--- config.mk ---
export PLATFORM = sky130hd
export DESIGN_NAME = instruction_fetch_unit
export DESIGN_NICKNAME = d
export VERILOG_FILES = /design/src/rtl/instruction_fetch_unit.sv
export SDC_FILE = /design/constraint.sdc
export NUM_CORES = 1
export LEC_CHECK = 0
export CAP_MARGIN = 20
export CORE_AREA = 10 10 136 138
export DETAILED_ROUTE_END_ITERATION = 10
export DIE_AREA = 0 0 146 148
export PLACE_DENSITY = 0.85
export SLEW_MARGIN = 20
export SYNTH_ARGS = -nofsm -noshare
export SYNTH_HDL_FRONTEND = slang
export SYNTH_SLANG_ARGS = --single-unit
--- constraint.sdc ---
create_clock -name clk -period 3.7 [get_ports clk]
set_clock_uncertainty 0.15 [all_clocks]
set_input_delay 0.555 -clock clk [delete_from_list [all_inputs] [get_ports clk]]
set_output_delay 0.555 -clock clk [all_outputs]
set_load 0.02 [all_outputs]
--- src/rtl/instruction_fetch_unit.sv ---
// Instruction fetch unit: issues sequential word fetches into a 2-entry
// {pc, instruction} buffer, drains it towards decode, and handles
// redirects (branchTaken), halt requests and the HALT_ADDR sentinel.
module instruction_fetch_unit #(
  parameter logic [31:0] RESET_PC  = 32'd0,
  parameter logic [31:0] HALT_ADDR = 32'hFFFFFFFF
) (
  input  logic        clk,
  input  logic        rst_n,
  output logic [31:0] imemAddress,
  output logic        imemReadEnable,
  input  logic [31:0] imemDataIn,
  output logic [31:0] instrOut,
  output logic [31:0] pcOut,
  output logic        instrValid,
  input  logic        instrReady,
  input  logic        branchTaken,
  input  logic [31:0] branchTarget,
  input  logic        haltReq,
  output logic        halted
);

  typedef enum logic [1:0] {
    ST_IDLE   = 2'd0,
    ST_FETCH  = 2'd1,
    ST_HALTED = 2'd2
  } state_t;

  state_t      state_r;
  state_t      state_next_s;
  logic [31:0] pc_r;
  logic [31:0] pc_next_s;
  logic [1:0]  count_r;
  logic [1:0]  count_next_s;

  // Entry 0 is always the head; entry 1 is the tail when two are held.
  logic [31:0] e0_pc_r;
  logic [31:0] e0_instr_r;
  logic [31:0] e1_pc_r;
  logic [31:0] e1_instr_r;
  logic [31:0] e0_pc_next_s;
  logic [31:0] e0_instr_next_s;
  logic [31:0] e1_pc_next_s;
  logic [31:0] e1_instr_next_s;

  logic        valid_r;
  logic        halted_r;
  logic        pop_s;
  logic        issue_s;

  assign pop_s = valid_r & instrReady;

  // Fetch issue decision: room in the buffer (or a slot freed this cycle),
  // not halting, and not sitting on the sentinel address.
  always_comb begin
    issue_s = 1'b0;
    if ((state_r == ST_FETCH) && !haltReq && (pc_r != HALT_ADDR)) begin
      if ((count_r < 2'd2) || ((count_r == 2'd2) && pop_s)) begin
        issue_s = 1'b1;
      end else begin
        issue_s = 1'b0;
      end
    end else begin
      issue_s = 1'b0;
    end
  end

  assign imemReadEnable = issue_s;
  assign imemAddress    = issue_s ? pc_r : HALT_ADDR;

  // Next pc, buffer contents and occupancy; a redirect overrides push and pop.
  always_comb begin
    pc_next_s       = pc_r;
    count_next_s    = count_r;
    e0_pc_next_s    = e0_pc_r;
    e0_instr_next_s = e0_instr_r;
    e1_pc_next_s    = e1_pc_r;
    e1_instr_next_s = e1_instr_r;
    if (branchTaken) begin
      pc_next_s    = branchTarget;
      count_next_s = 2'd0;
    end else begin
      if (issue_s) begin
        pc_next_s = pc_r + 32'd1;
      end else begin
        pc_next_s = pc_r;
      end
      // Pop shifts the tail into the head slot.
      if (pop_s) begin
        e0_pc_next_s    = e1_pc_r;
        e0_instr_next_s = e1_instr_r;
      end else begin
        e0_pc_next_s    = e0_pc_r;
        e0_instr_next_s = e0_instr_r;
      end
      // Push lands in the first free slot after any same-cycle pop.
      if (issue_s) begin
        if ((count_r == 2'd0) || ((count_r == 2'd1) && pop_s)) begin
          e0_pc_next_s    = pc_r;
          e0_instr_next_s = imemDataIn;
        end else begin
          e1_pc_next_s    = pc_r;
          e1_instr_next_s = imemDataIn;
        end
      end else begin
        e1_pc_next_s    = e1_pc_r;
        e1_instr_next_s = e1_instr_r;
      end
      case ({issue_s, pop_s})
        2'b10:   count_next_s = count_r + 2'd1;
        2'b01:   count_next_s = count_r - 2'd1;
        default: count_next_s = count_r;
      endcase
    end
  end

  // Next-state logic; a redirect always lands in FETCH.
  always_comb begin
    state_next_s = state_r;
    if (branchTaken) begin
      state_next_s = ST_FETCH;
    end else begin
      case (state_r)
        ST_IDLE: begin
          state_next_s = ST_FETCH;
        end
        ST_FETCH: begin
          if ((haltReq || (pc_r == HALT_ADDR)) && (count_next_s == 2'd0)) begin
            state_next_s = ST_HALTED;
          end else begin
            state_next_s = ST_FETCH;
          end
        end
        ST_HALTED: begin
          // Stay put while parked on the sentinel so halted does not toggle.
          if (!haltReq && (pc_r != HALT_ADDR)) begin
            state_next_s = ST_FETCH;
          end else begin
            state_next_s = ST_HALTED;
          end
        end
        default: begin
          state_next_s = ST_IDLE;
        end
      endcase
    end
  end

  // State register.
  always_ff @(posedge clk or negedge rst_n) begin
    if (!rst_n) begin
      state_r <= ST_IDLE;
    end else begin
      state_r <= state_next_s;
    end
  end

  // pc, occupancy and buffer entries.
  always_ff @(posedge clk or negedge rst_n) begin
    if (!rst_n) begin
      pc_r       <= RESET_PC;
      count_r    <= 2'd0;
      e0_pc_r    <= 32'd0;
      e0_instr_r <= 32'd0;
      e1_pc_r    <= 32'd0;
      e1_instr_r <= 32'd0;
    end else begin
      pc_r       <= pc_next_s;
      count_r    <= count_next_s;
      e0_pc_r    <= e0_pc_next_s;
      e0_instr_r <= e0_instr_next_s;
      e1_pc_r    <= e1_pc_next_s;
      e1_instr_r <= e1_instr_next_s;
    end
  end

  // Registered status flags so decode sees glitch-free valid/halted.
  always_ff @(posedge clk or negedge rst_n) begin
    if (!rst_n) begin
      valid_r  <= 1'b0;
      halted_r <= 1'b0;
    end else begin
      valid_r  <= (count_next_s != 2'd0);
      halted_r <= (state_next_s == ST_HALTED);
    end
  end

  assign instrOut   = e0_instr_r;
  assign pcOut      = e0_pc_r;
  assign instrValid = valid_r;
  assign halted     = halted_r;

endmodule

==> results.md, run 1 <==
* Status: finished, final reports clean
* Crit Path Category: register to output pin
* Rows at 46
* TNS Setup at 0 ns
* IO buf count at 167
* Slew Viols, Final at 0
* Mean Syn Cell Area at 11.7 um2
* Slew HR at 47.4%
* Placed instance count at 1030
* Sw frac at 34.8%
* Period utilisation layout at 93.4%
* Sequential area share after synthesis at 52.2%
* Clock transition at the registers of the reported paths at 0.06 ns
* Tot GR Track Use at 20.9%
* Final std cells w/o fill at 1061
* Full die area at 21600 um2
* Nature of the critical path startpoint: register
* TritonRoute pass-1 iters at 5
* Fraction of layout cells with a size suffix above 1 at 10.5%
* Fin. Hold Viols at 0
* P_sw at 2830 uW
* Slew of the pin with the lowest slew margin at 0.789 ns
* Worst r2r src: pc_r[1]
* Comb pwr share at 40.5%
* Post-CTS setup buffers at 0
* Crit Path Max Fanout at 9
* I/O Pins at 168
* Clk sinks at 166
* Die Y at 148 um
* Worst skew pair latency at 0.42 ns
* Cells after Synth at 680
* Grt ovf at 0
* Main flop type after synthesis: dfrtp_1
* First-pass GRT wire length at 36.5 mm
* Vias at 6501
* Peak Freq at 0.289 GHz
* FILL cells at 1171
* Post-DP HPWL at 15.0 mm
* HP Class: input pin to async pin
* Core area at 15700 um2
* Yosys warnings at 0
* Hold buffers post-CTS at 0
* RR Endpoint: e1_instr_r[0]
* Initial drt markers at 517
* Synth area leader: dfrtp_1
* DRT antenna net count at 0
* Antenna violations before repair at 1
* Via density per instance at 6.13
* Final instance area at 10500 um2
* CTS tree: yes
* VDD IR max at 0.402 mV
* Root Buffer: clkbuf_16
* Fin crit period at 3.46 ns
* Setup violators final at 0
* Avg WL per Cell at 21.4 um
* Arr. time, crit path at 2.75 ns
* Reg2reg path depth at 10
* Drc violations at 0
* Number of global-route vias before repair at 6523
* Gpl congestion at 0.829
* Yosys top cell area share at 52.2%
* Number of flops mapped to enable cells by yosys at 0
* Clock share of power at 22.1%
* Int Power at 5290 uW
* Mapped cell area at 7960 um2
* Yosys cell types at 54
* Flops & latches, synth at 166
* Syn_nets at 753
* LEAKAGE at 0.00399 uW
* Power per standard cell area at 773 nW/um2
* TritonCTS Buffers at 17
* Largest net degree at the start of global routing at 91
* Worst EP required at 2.99 ns
* Fin nets at 906
* Initial Util at 50.6%
* Commonest cells post-synth: dfrtp_1, or4_1, mux2_1, o221a_1, clkbuf_1
* Worst-case clock buffer depth at 2
* RSZ-0062 raised after global routing: no
* Sequential power share at 37.4%
* Synth async-reset ratio at 100%
* Placed Area at 9930 um2
* Max-Cap Viols at 0
* Htree depth at 4
* Die Span X at 146 um
* Largest cells by area after synthesis: dfrtp_1, mux2_1, or4_1, o221a_1, nand2b_1
* Post-Route WL at 22.7 mm
* Crit end category: output pin
* Area Overhead vs Synth at 32.0%
* Worst reg-to-reg setup slack at 0.43 ns
* Most common cell in the netlist: dfrtp_1
[area by class of cell]
cell class / count / area [um2] / area share [%]
diodes: 1 / 2.50 / 0.0238
multi-input cells: 442 / 3510 / 33.4
well taps: 216 / 270 / 2.57
repair buffers: 198 / 1950 / 18.5
inverters: 8 / 30.0 / 0.286
clock buffers: 22 / 464 / 4.42
clock inverters: 8 / 125 / 1.19
flip-flops and latches: 166 / 4160 / 39.6
[cells by family after synthesis]
kind of cell	Yosys count	share of synthesized area, %
multiplexers	67	9.45
XOR/XNOR	6	0.660
AND/OR/NAND/NOR	224	17.2
flip-flops	166	52.2
AO/OA/AOI/OAI	141	15.7
buffers and inverters	72	4.18
adder cells (fa/ha/maj)	4	0.629
[placed cells by master, fill, tap and decap left out, types with 4 or more instances in the layout]
cell type and instances:
a21oi_1 4, a31oi_1 21, and2_1 4, and4_1 5
buf_12 5, buf_4 26, clkbuf_16 17, clkdlybuf4s50_1 143
dfrtp_1 164, dlygate4sd2_1 19, ha_1 4, inv_1 6
mux2_1 60, mux2_2 5, nand2_1 24, nand2b_1 30
nand3_1 16, nand4_1 17, nor2_1 27, o21ai_0 17
o221a_1 49, o221a_2 14, o311ai_0 5, o31ai_1 8
or3_1 12, or4_1 74, xnor2_1 4
[worst max-delay path by stage]
stage          slack, ns  startpoint  depth (start not counted)         endpoint
3_3_place_gp        0.24     haltReq                          8   imemAddress[0]
3_5_place_dp        0.17     haltReq                          8  imemAddress[20]
5_1_grt             0.06     pc_r[1]                          8   imemAddress[0]
6_report            0.24     pc_r[1]                          8   imemAddress[0]
2_1_floorplan       0.59     haltReq                          7  imemAddress[10]
4_1_cts              0.1     pc_r[1]                          7  imemAddress[25]
[power by group through the flow]
stage | Clock, uW | Sequential [uW] | Combinational, uW
after detailed placement | 0 | 3050 | 3370
after global placement | 0 | 3020 | 3290
after CTS | 1830 | 3030 | 3350
final | 1790 | 3040 | 3290
after floorplan | 0 | 3390 | 1490
after global routing | 1910 | 3130 | 3530
[flip-flops by register name, indices dropped and copies added (netlist names)]
name / cells
count_r: 2
e1_instr_r: 32
e1_pc_r: 32
halted: 1
instrOut: 32
instrValid: 1
pcOut: 32
pc_r: 32
state_r: 2
[worst max-delay path, stage by stage, from the launching register on]
cell and delay, ns:
dfrtp_2 0.44, ha_1 0.22, nand3_1 0.14, or4_1 0.50, o31ai_4 0.28, inv_2 0.13, buf_4 0.19, nand2b_1 0.10
dlygate4sd2_1 0.34
[metrics by stage]
stage	hold slack [ns]	setup slack [ns]	util (%)	power, uW
2_1_floorplan	0.109	0.585	-	4870
3_3_place_gp	0.324	0.241	63.2	6320
3_5_place_dp	0.332	0.165	63.2	6430
4_1_cts	0.0604	0.0991	66.8	8210
5_1_grt	0.0925	0.0639	66.9	8570
6_report	0.0278	0.243	66.9	8120
[per-layer routing]
metal,up-vias,share of wire (%),global-route usage [%],wire [um]
li1,2973,-,-,-
met1,3279,42,26.6,9470
met2,216,49,33.8,11100
met3,33,7.6,6.01,1730
met4,0,1.7,6.51,388
met5,-,0,0,0
[what timing repair did]
item | in CTS | in global routing
setup endpoints to repair | 19 | 3
cloned | 0 | 0
gates resized for setup | 20 | 4
hold endpoints to repair | 0 | 0
(Power assumes the default switching activity.)
==> run 2, diff against run 1 <==
==> constraint.sdc (replaced) <==
create_clock -name clk -period 3.7 [get_ports clk]
set_clock_uncertainty 0.15 [all_clocks]
set_input_delay 0.555 -clock clk [delete_from_list [all_inputs] [get_ports clk]]
set_output_delay 0.555 -clock clk [all_outputs]
set_load 0.01 [all_outputs]
==> results.md, run 2 (same netlist as run 1, synthesis figures left out) <==
* CP peak stage delay at 0.54 ns (+0.04 ns)
* Core area at 15700 um2 (unchanged)
* Post-Route WL at 23.4 mm (+3.2%)
* Number of antenna diodes at 0 (-1)
* Vias at 6651 (+2.3%)
* Via density per instance at 6.28 (+2.5%)
* VDD IR max at 0.400 mV (-0.45%)
* Worst Path Buf+Inv at 3 (unchanged)
* I/O Pins at 168 (unchanged)
* IO buf count at 167 (unchanged)
* Area of the multi-input gates at 3520 um2 (+0.18%)
* Die Span X at 146 um (unchanged)
* Commonest non-fill, non-tap cell in the layout: clkdlybuf4s50_1
* Slew of the pin with the lowest slew margin at 0.866 ns (+0.0771 ns)
* Worst-case clock buffer depth at 2 (unchanged)
* Initial drt markers at 561 (+8.5%)
* LEAKAGE at 0.00399 uW (+0.19%)
* Root Buffer: clkbuf_16
* Final instance area at 10500 um2 (+0.26%)
* Power, Total at 7880 uW (-2.9%)
* Fin. Hold Viols at 0 (unchanged)
* Reg2reg path depth at 9 (-1)
* Crit Path Category: register to output pin
* TritonRoute pass-1 iters at 6 (+1)
* Slew HR at 42.2% (-5.1 points)
* Slowest stage cell, crit path: clkdlybuf4s50_1
* Number of global-route vias before repair at 6758 (+3.6%)
* Area Overhead vs Synth at 32.4%
* Crit Path Max Fanout at 25 (+16)
* First-pass GRT wire length at 37.6 mm (+2.9%)
* CTS tree: yes
* Antenna violations before repair at 0 (-1)
* FILL cells at 1185 (+1.2%)
* Slew Viols, Final at 0 (unchanged)
* Clk sinks at 166 (unchanged)
* Period utilisation layout at 97.0% (+3.6 points)
* Status: finished, final reports clean
* Die Y at 148 um (unchanged)
* Grt ovf at 0 (unchanged)
* Top routing layer in use: met4
* Setup violators final at 0 (unchanged)
* Full die area at 21600 um2 (unchanged)
* Placed Area at 9920 um2 (-0.10%)
* Met2 routed WL at 11.6 mm (+4.8%)
* Tot GR Track Use at 21.4% (+0.51 points)
* Fraction of layout cells with a size suffix above 1 at 11.2% (+0.61 points)
* RSZ-0062 raised after global routing: no
* Power per standard cell area at 748 nW/um2 (-3.2%)
* RR Endpoint: e1_pc_r[22]
* Met1 wire length at 9.62 mm (+1.6%)
* Nature of the critical path startpoint: register
* Crit-path leading delay family: buffers and inverters
* Max-Cap Viols at 0 (unchanged)
* Crit end category: output pin
* Largest net degree at the start of global routing at 92 (+1.1%)
* TNS Setup at 0 ns (unchanged)
* Rows at 46 (unchanged)
* Fin nets at 904 (-0.22%)
* DRT antenna net count at 0 (unchanged)
* Crit path cell chain: ha_2, nand3_1, or4_4, o31ai_4, inv_2, buf_12, nand2b_1, clkdlybuf4s50_1
* Peak Freq at 0.279 GHz (-3.7%)
* Arr. time, crit path at 2.88 ns (+0.13 ns)
* Worst reg-to-reg setup slack at 0.65 ns (+0.22 ns)
* Clock transition at the registers of the reported paths at 0.06 ns (about the same)
* Fin crit period at 3.59 ns (+0.132 ns)
* Drc violations at 0 (unchanged)
* Hold buffers post-CTS at 0 (unchanged)
* Gpl congestion at 0.805 (-3.0%)
* Worst skew pair latency at 0.42 ns (about the same)
* Avg WL per Cell at 22.1 um (+3.4%)
* Worst EP required at 2.99 ns (about the same)
* TritonCTS Buffers at 17 (unchanged)
* HP Class: input pin to async pin
* Commonest cells after routing, fill and taps aside: clkdlybuf4s50_1, dfrtp_1, or4_1, mux2_1, o221a_1
* Storage cell area at 4160 um2 (about the same)
* Worst r2r src: pc_r[1]
* Routed wl met3 at 1.77 mm (+2.3%)
* Post-DP HPWL at 15.1 mm (+1.1%)
* Htree depth at 4 (unchanged)
* Initial Util at 50.6% (unchanged)
[run 2: cell types whose count changed in the layout (fill, tap and decap cells not counted), sizes merged]
cell,delta
dlygate4sd2,-19
clkinv,-1
bufinv,-1
clkdlybuf4s50,+22
diode,-1
clkbuf,+2
dlymetal6s2s,-3
buf,-2
clkinvlp,+1
[run 2: layout make-up]
type | instances | share of cell area, %
Timing Repair Buffer | 196 | 18.6
Tap cell | 216 | 2.57
Clock buffer | 24 | 4.76
Clock inverter | 7 | 0.891
Multi-Input combinational cell | 442 | 33.4
Inverter | 8 | 0.285
Sequential cell | 166 | 39.5
[run 2: where the power goes]
part | switching (uW) | leakage, uW | internal (uW)
clock network | 710 | 0.000288 | 1080
registers | 475 | 0.00192 | 2580
logic | 1370 | 0.00179 | 1670
[run 2: metrics by stage]
stage / setup slack [ns] / util, % / instances / hold slack [ns]
after global placement: 0.293 / 63.1 / 1027 / 0.324
after detailed placement: 0.243 / 63.1 / 1027 / 0.332
after global routing: 0.00788 / 67.0 / 1059 / 0.120
after CTS: 0.0220 / 66.9 / 1058 / 0.0967
final: 0.111 / 67.0 / 1059 / 0.0663
after floorplan: 0.647 / - / 680 / 0.109
[run 2: repair_timing]
item,in CTS,in global routing
setup endpoints to repair,19,19
gates resized for setup,2,5
cloned,0,0
buffers inserted,0,1
[run 2: worst max path at each step]
stage,start,end,slack [ns],cells past startpoint
2_1_floorplan,haltReq,imemAddress[10],0.65,7
3_3_place_gp,haltReq,imemAddress[0],0.29,8
3_5_place_dp,haltReq,imemAddress[0],0.24,8
4_1_cts,pc_r[19],imemAddress[0],0.02,7
5_1_grt,pc_r[1],imemAddress[0],0.008,8
6_report,pc_r[1],imemAddress[0],0.11,8
[run 2: metal layers]
metal  global-route usage, %  vias to the layer above
met5                       0                        -
met4                    6.31                        0
met2                    35.7                      242
met1                    26.1                     3408
li1                        -                     2968
met3                    6.75                       33
==> run 3, diff against run 2 <==
--- a/config.mk
+++ b/config.mk
@@ -5,11 +5,12 @@
 export SDC_FILE = /design/constraint.sdc
 export NUM_CORES = 1
 export LEC_CHECK = 0
+export ABC_AREA = 1
 export CAP_MARGIN = 20
-export CORE_AREA = 10 10 136 138
+export CORE_AREA = 2 2 132 134
 export DETAILED_ROUTE_END_ITERATION = 10
-export DIE_AREA = 0 0 146 148
-export PLACE_DENSITY = 0.85
+export DIE_AREA = 0 0 134 136
+export PLACE_DENSITY = 0.86
 export SLEW_MARGIN = 20
 export SYNTH_ARGS = -nofsm -noshare
 export SYNTH_HDL_FRONTEND = slang
==> results.md, run 3 <==
* Fin worst setup slack at 0.234 ns (+0.123 ns)
* Number of flops mapped to enable cells by yosys at 0 (unchanged)
* Gr busiest metal: met2
* Flops & latches, synth at 166 (unchanged)
* Commonest non-fill, non-tap cell in the layout: nand2_1
* Die Span X at 134 um (-8.2%)
* Post-CTS setup buffers at 0 (unchanged)
* Slew of the pin with the lowest slew margin at 0.909 ns (+0.0423 ns)
* Largest net degree at the start of global routing at 94 (+2.2%)
* Main flop type after synthesis: dfrtp_1
* I/O Pins at 168 (unchanged)
* Core area at 16900 um2 (+7.4%)
* Crit Path Category: register to output pin
* Clk sinks at 166 (unchanged)
* Fin nets at 1270 (+40%)
* Sw frac at 38.1% (+5.6 points)
* Yosys cell types at 35 (-35%)
* Comb pwr share at 43.3% (+4.7 points)
* Die Y at 136 um (-8.1%)
* Cells after Synth at 1063 (+56%)
* Tot GR Track Use at 26.5% (+5.1 points)
* TritonCTS Buffers at 17 (unchanged)
* Status: finished, final reports clean
* Int Power at 4980 uW (-6.4%)
* Area Overhead vs Synth at 26.6%
* TritonRoute pass-1 iters at 6 (unchanged)
* Synth async-reset ratio at 100% (unchanged)
* Post-DP HPWL at 15.8 mm (+4.8%)
* Fin. Hold Viols at 0 (unchanged)
* Fin crit period at 3.47 ns (-0.123 ns)
* Worst skew pair latency at 0.42 ns (about the same)
* Power, Total at 8050 uW (+2.2%)
* LEAKAGE at 0.00483 uW (+21%)
* Peak Freq at 0.289 GHz (+3.6%)
* HP Class: input pin to async pin
* Crit end category: output pin
* First-pass GRT wire length at 38.3 mm (+2.0%)
* TNS Setup at 0 ns (unchanged)
* Antenna violations before repair at 0 (unchanged)
* Period utilisation layout at 93.7% (-3.3 points)
* Vias at 7947 (+19%)
* Synth area leader: dfrtp_1
* Sequential area share after synthesis at 47.8% (-4.4 points)
* Rows at 48 (+4.3%)
* Nature of the critical path startpoint: register
* Most common cell in the netlist: nand2_1
* Sequential power share at 36.8% (-1.9 points)
* Clock share of power at 19.9% (-2.8 points)
* Initial drt markers at 754 (+34%)
* Htree depth at 4 (unchanged)
* DRT antenna net count at 0 (unchanged)
* RSZ-0062 raised after global routing: no
* Met1 Use GR at 36.0% (+10 points)
* Root Buffer: clkbuf_16
* Initial Util at 51.5% (+0.82 points)
* Worst r2r src: pc_r[0]
* Clock transition at the registers of the reported paths at 0.06 ns (about the same)
* Mapped cell area at 8690 um2 (+9.2%)
* Largest cells by area after synthesis: dfrtp_1, nand2_1, o21ai_0, inv_1, o221ai_2
* Syn_nets at 1136 (+51%)
* Full die area at 18200 um2 (-16%)
* Avg WL per Cell at 16.6 um (-25%)
* Worst EP required at 2.99 ns (about the same)
* GR Layer Usage met2 at 42.4% (+6.6 points)
* Drc violations at 0 (unchanged)
* Hold buffers post-CTS at 0 (unchanged)
* Pre-CTS WS at 0.454 ns (+0.211 ns)
* Via density per instance at 5.55 (-12%)
* CTS tree: yes
* Crit Path Max Fanout at 23 (-8.0%)
* Gpl congestion at 0.963 (+20%)
* Yosys warnings at 0 (unchanged)
* Arr. time, crit path at 2.76 ns (-0.12 ns)
* Setup violators final at 0 (unchanged)
* Post-CTS Resized at 0 (-2)
* VDD IR max at 0.772 mV (+93%)
* Mean Syn Cell Area at 8.17 um2 (-30%)
* Post-Route WL at 23.7 mm (+1.3%)
* P_sw at 3070 uW (+20%)
* Fraction of layout cells with a size suffix above 1 at 7.55% (-3.6 points)
* Number of antenna diodes at 0 (unchanged)
* IO buf count at 167 (unchanged)
* Commonest cells after routing, fill and taps aside: nand2_1, o21ai_0, dfrtp_1, clkdlybuf4s50_1, inv_1
* Number of global-route vias before repair at 7735 (+14%)
* Commonest cells post-synth: nand2_1, o21ai_0, dfrtp_1, inv_1, o21ai_1
* Hold WS at 0.0345 ns (-0.0318 ns)
* Grt ovf at 0 (unchanged)
* Power per standard cell area at 732 nW/um2 (-2.2%)
* Critical Path Start: pc_r[0]
* Slew HR at 39.3% (-3.0 points)
* Slew Viols, Final at 0 (unchanged)
* Yosys top cell area share at 47.8% (-4.4 points)
* Grt met3 use at 4.92% (-1.8 points)
* Worst-case clock buffer depth at 2 (unchanged)
* Max-Cap Viols at 0 (unchanged)
==> run 3: cell types whose count changed after synthesis, sizes merged, moves of 12 or more <==
cell    previous run  this run
a21oi              7        41
a31oi             21         1
buf               19        39
clkbuf            45        28
inv                7       146
mux2              65         0
nand2             24       251
nand2b            30         0
o21ai             19       229
o221a             63         0
o221ai             0        43
or3               12         0
or4               74         0
xor2               2        26
==> run 3: routing by layer <==
metal	share of wire (%)	vias up
met4	2.4	0
met1	43	3769
met3	7.9	42
met5	0	-
li1	-	3770
met2	46	366
==> run 3: path summary, 6_finish.rpt <==
kind / endpoint / slack (ns) / depth (start not counted)
hold / removal: instrOut[28] / 0.03 / 1
hold reg to reg: e1_instr_r[4] / 0.33 / 2
setup reg to reg: pc_r[26] / 0.86 / 10
max in group asynchronous: instrOut[17] / 2.36 / 2
setup / recovery: imemAddress[17] / 0.23 / 11
min in group clk: e1_instr_r[4] / 0.33 / 2
==> run 3: cells by family (layout without fill, tap and decap cells) <==
group | Yosys count | in the layout | share of synthesized area (%)
AOI/OAI and AO/OA | 329 | 329 | 23.2
xor gates and xnor gates | 27 | 27 | 2.72
adders and majority gates | 4 | 4 | 0.576
buffers and inverters | 213 | 356 | 10.2
DFF | 166 | 166 | 47.8
and+or+nand+nor | 324 | 324 | 15.5
==> run 3: power groups by stage <==
stage               registers, uW  clock network (uW)  logic, uW
floorplan                    3060                   0       1890
global placement             2950                   0       3350
detailed placement           2980                   0       3460
CTS                          2960                1630       3490
global route                 3060                1700       3850
finish                       2970                1600       3480
==> run 3: worst max-delay path: stages (launching register included) <==
cell,delay (ns)
dfrtp_1,0.38
ha_1,0.21
nand2_2,0.08
nor2_2,0.12
nand2_2,0.12
nor2_4,0.19
nand2_2,0.15
nand3_4,0.09
inv_2,0.12
buf_12,0.20
nand2_1,0.11
clkdlybuf4s50_1,0.55
==> run 3: layout make-up <==
type / count / area, um2
fillers: 1346 / 5880
flip-flops and latches: 166 / 4150
multi-input cells: 684 / 3660
repair buffers: 182 / 1830
inverters: 146 / 552
clock buffers: 24 / 502
well taps: 225 / 282
clock inverters: 4 / 22.5
==> run 3: through the flow <==
stage          utilization, %  std cells  cell area [um2]
6_report                 65.2       1431            11000
5_1_grt                  65.2       1431            11000
4_1_cts                  65.2       1431            11000
3_5_place_dp             62.1       1403            10500
3_3_place_gp             62.1       1403            10500
2_1_floorplan               -       1063             8690
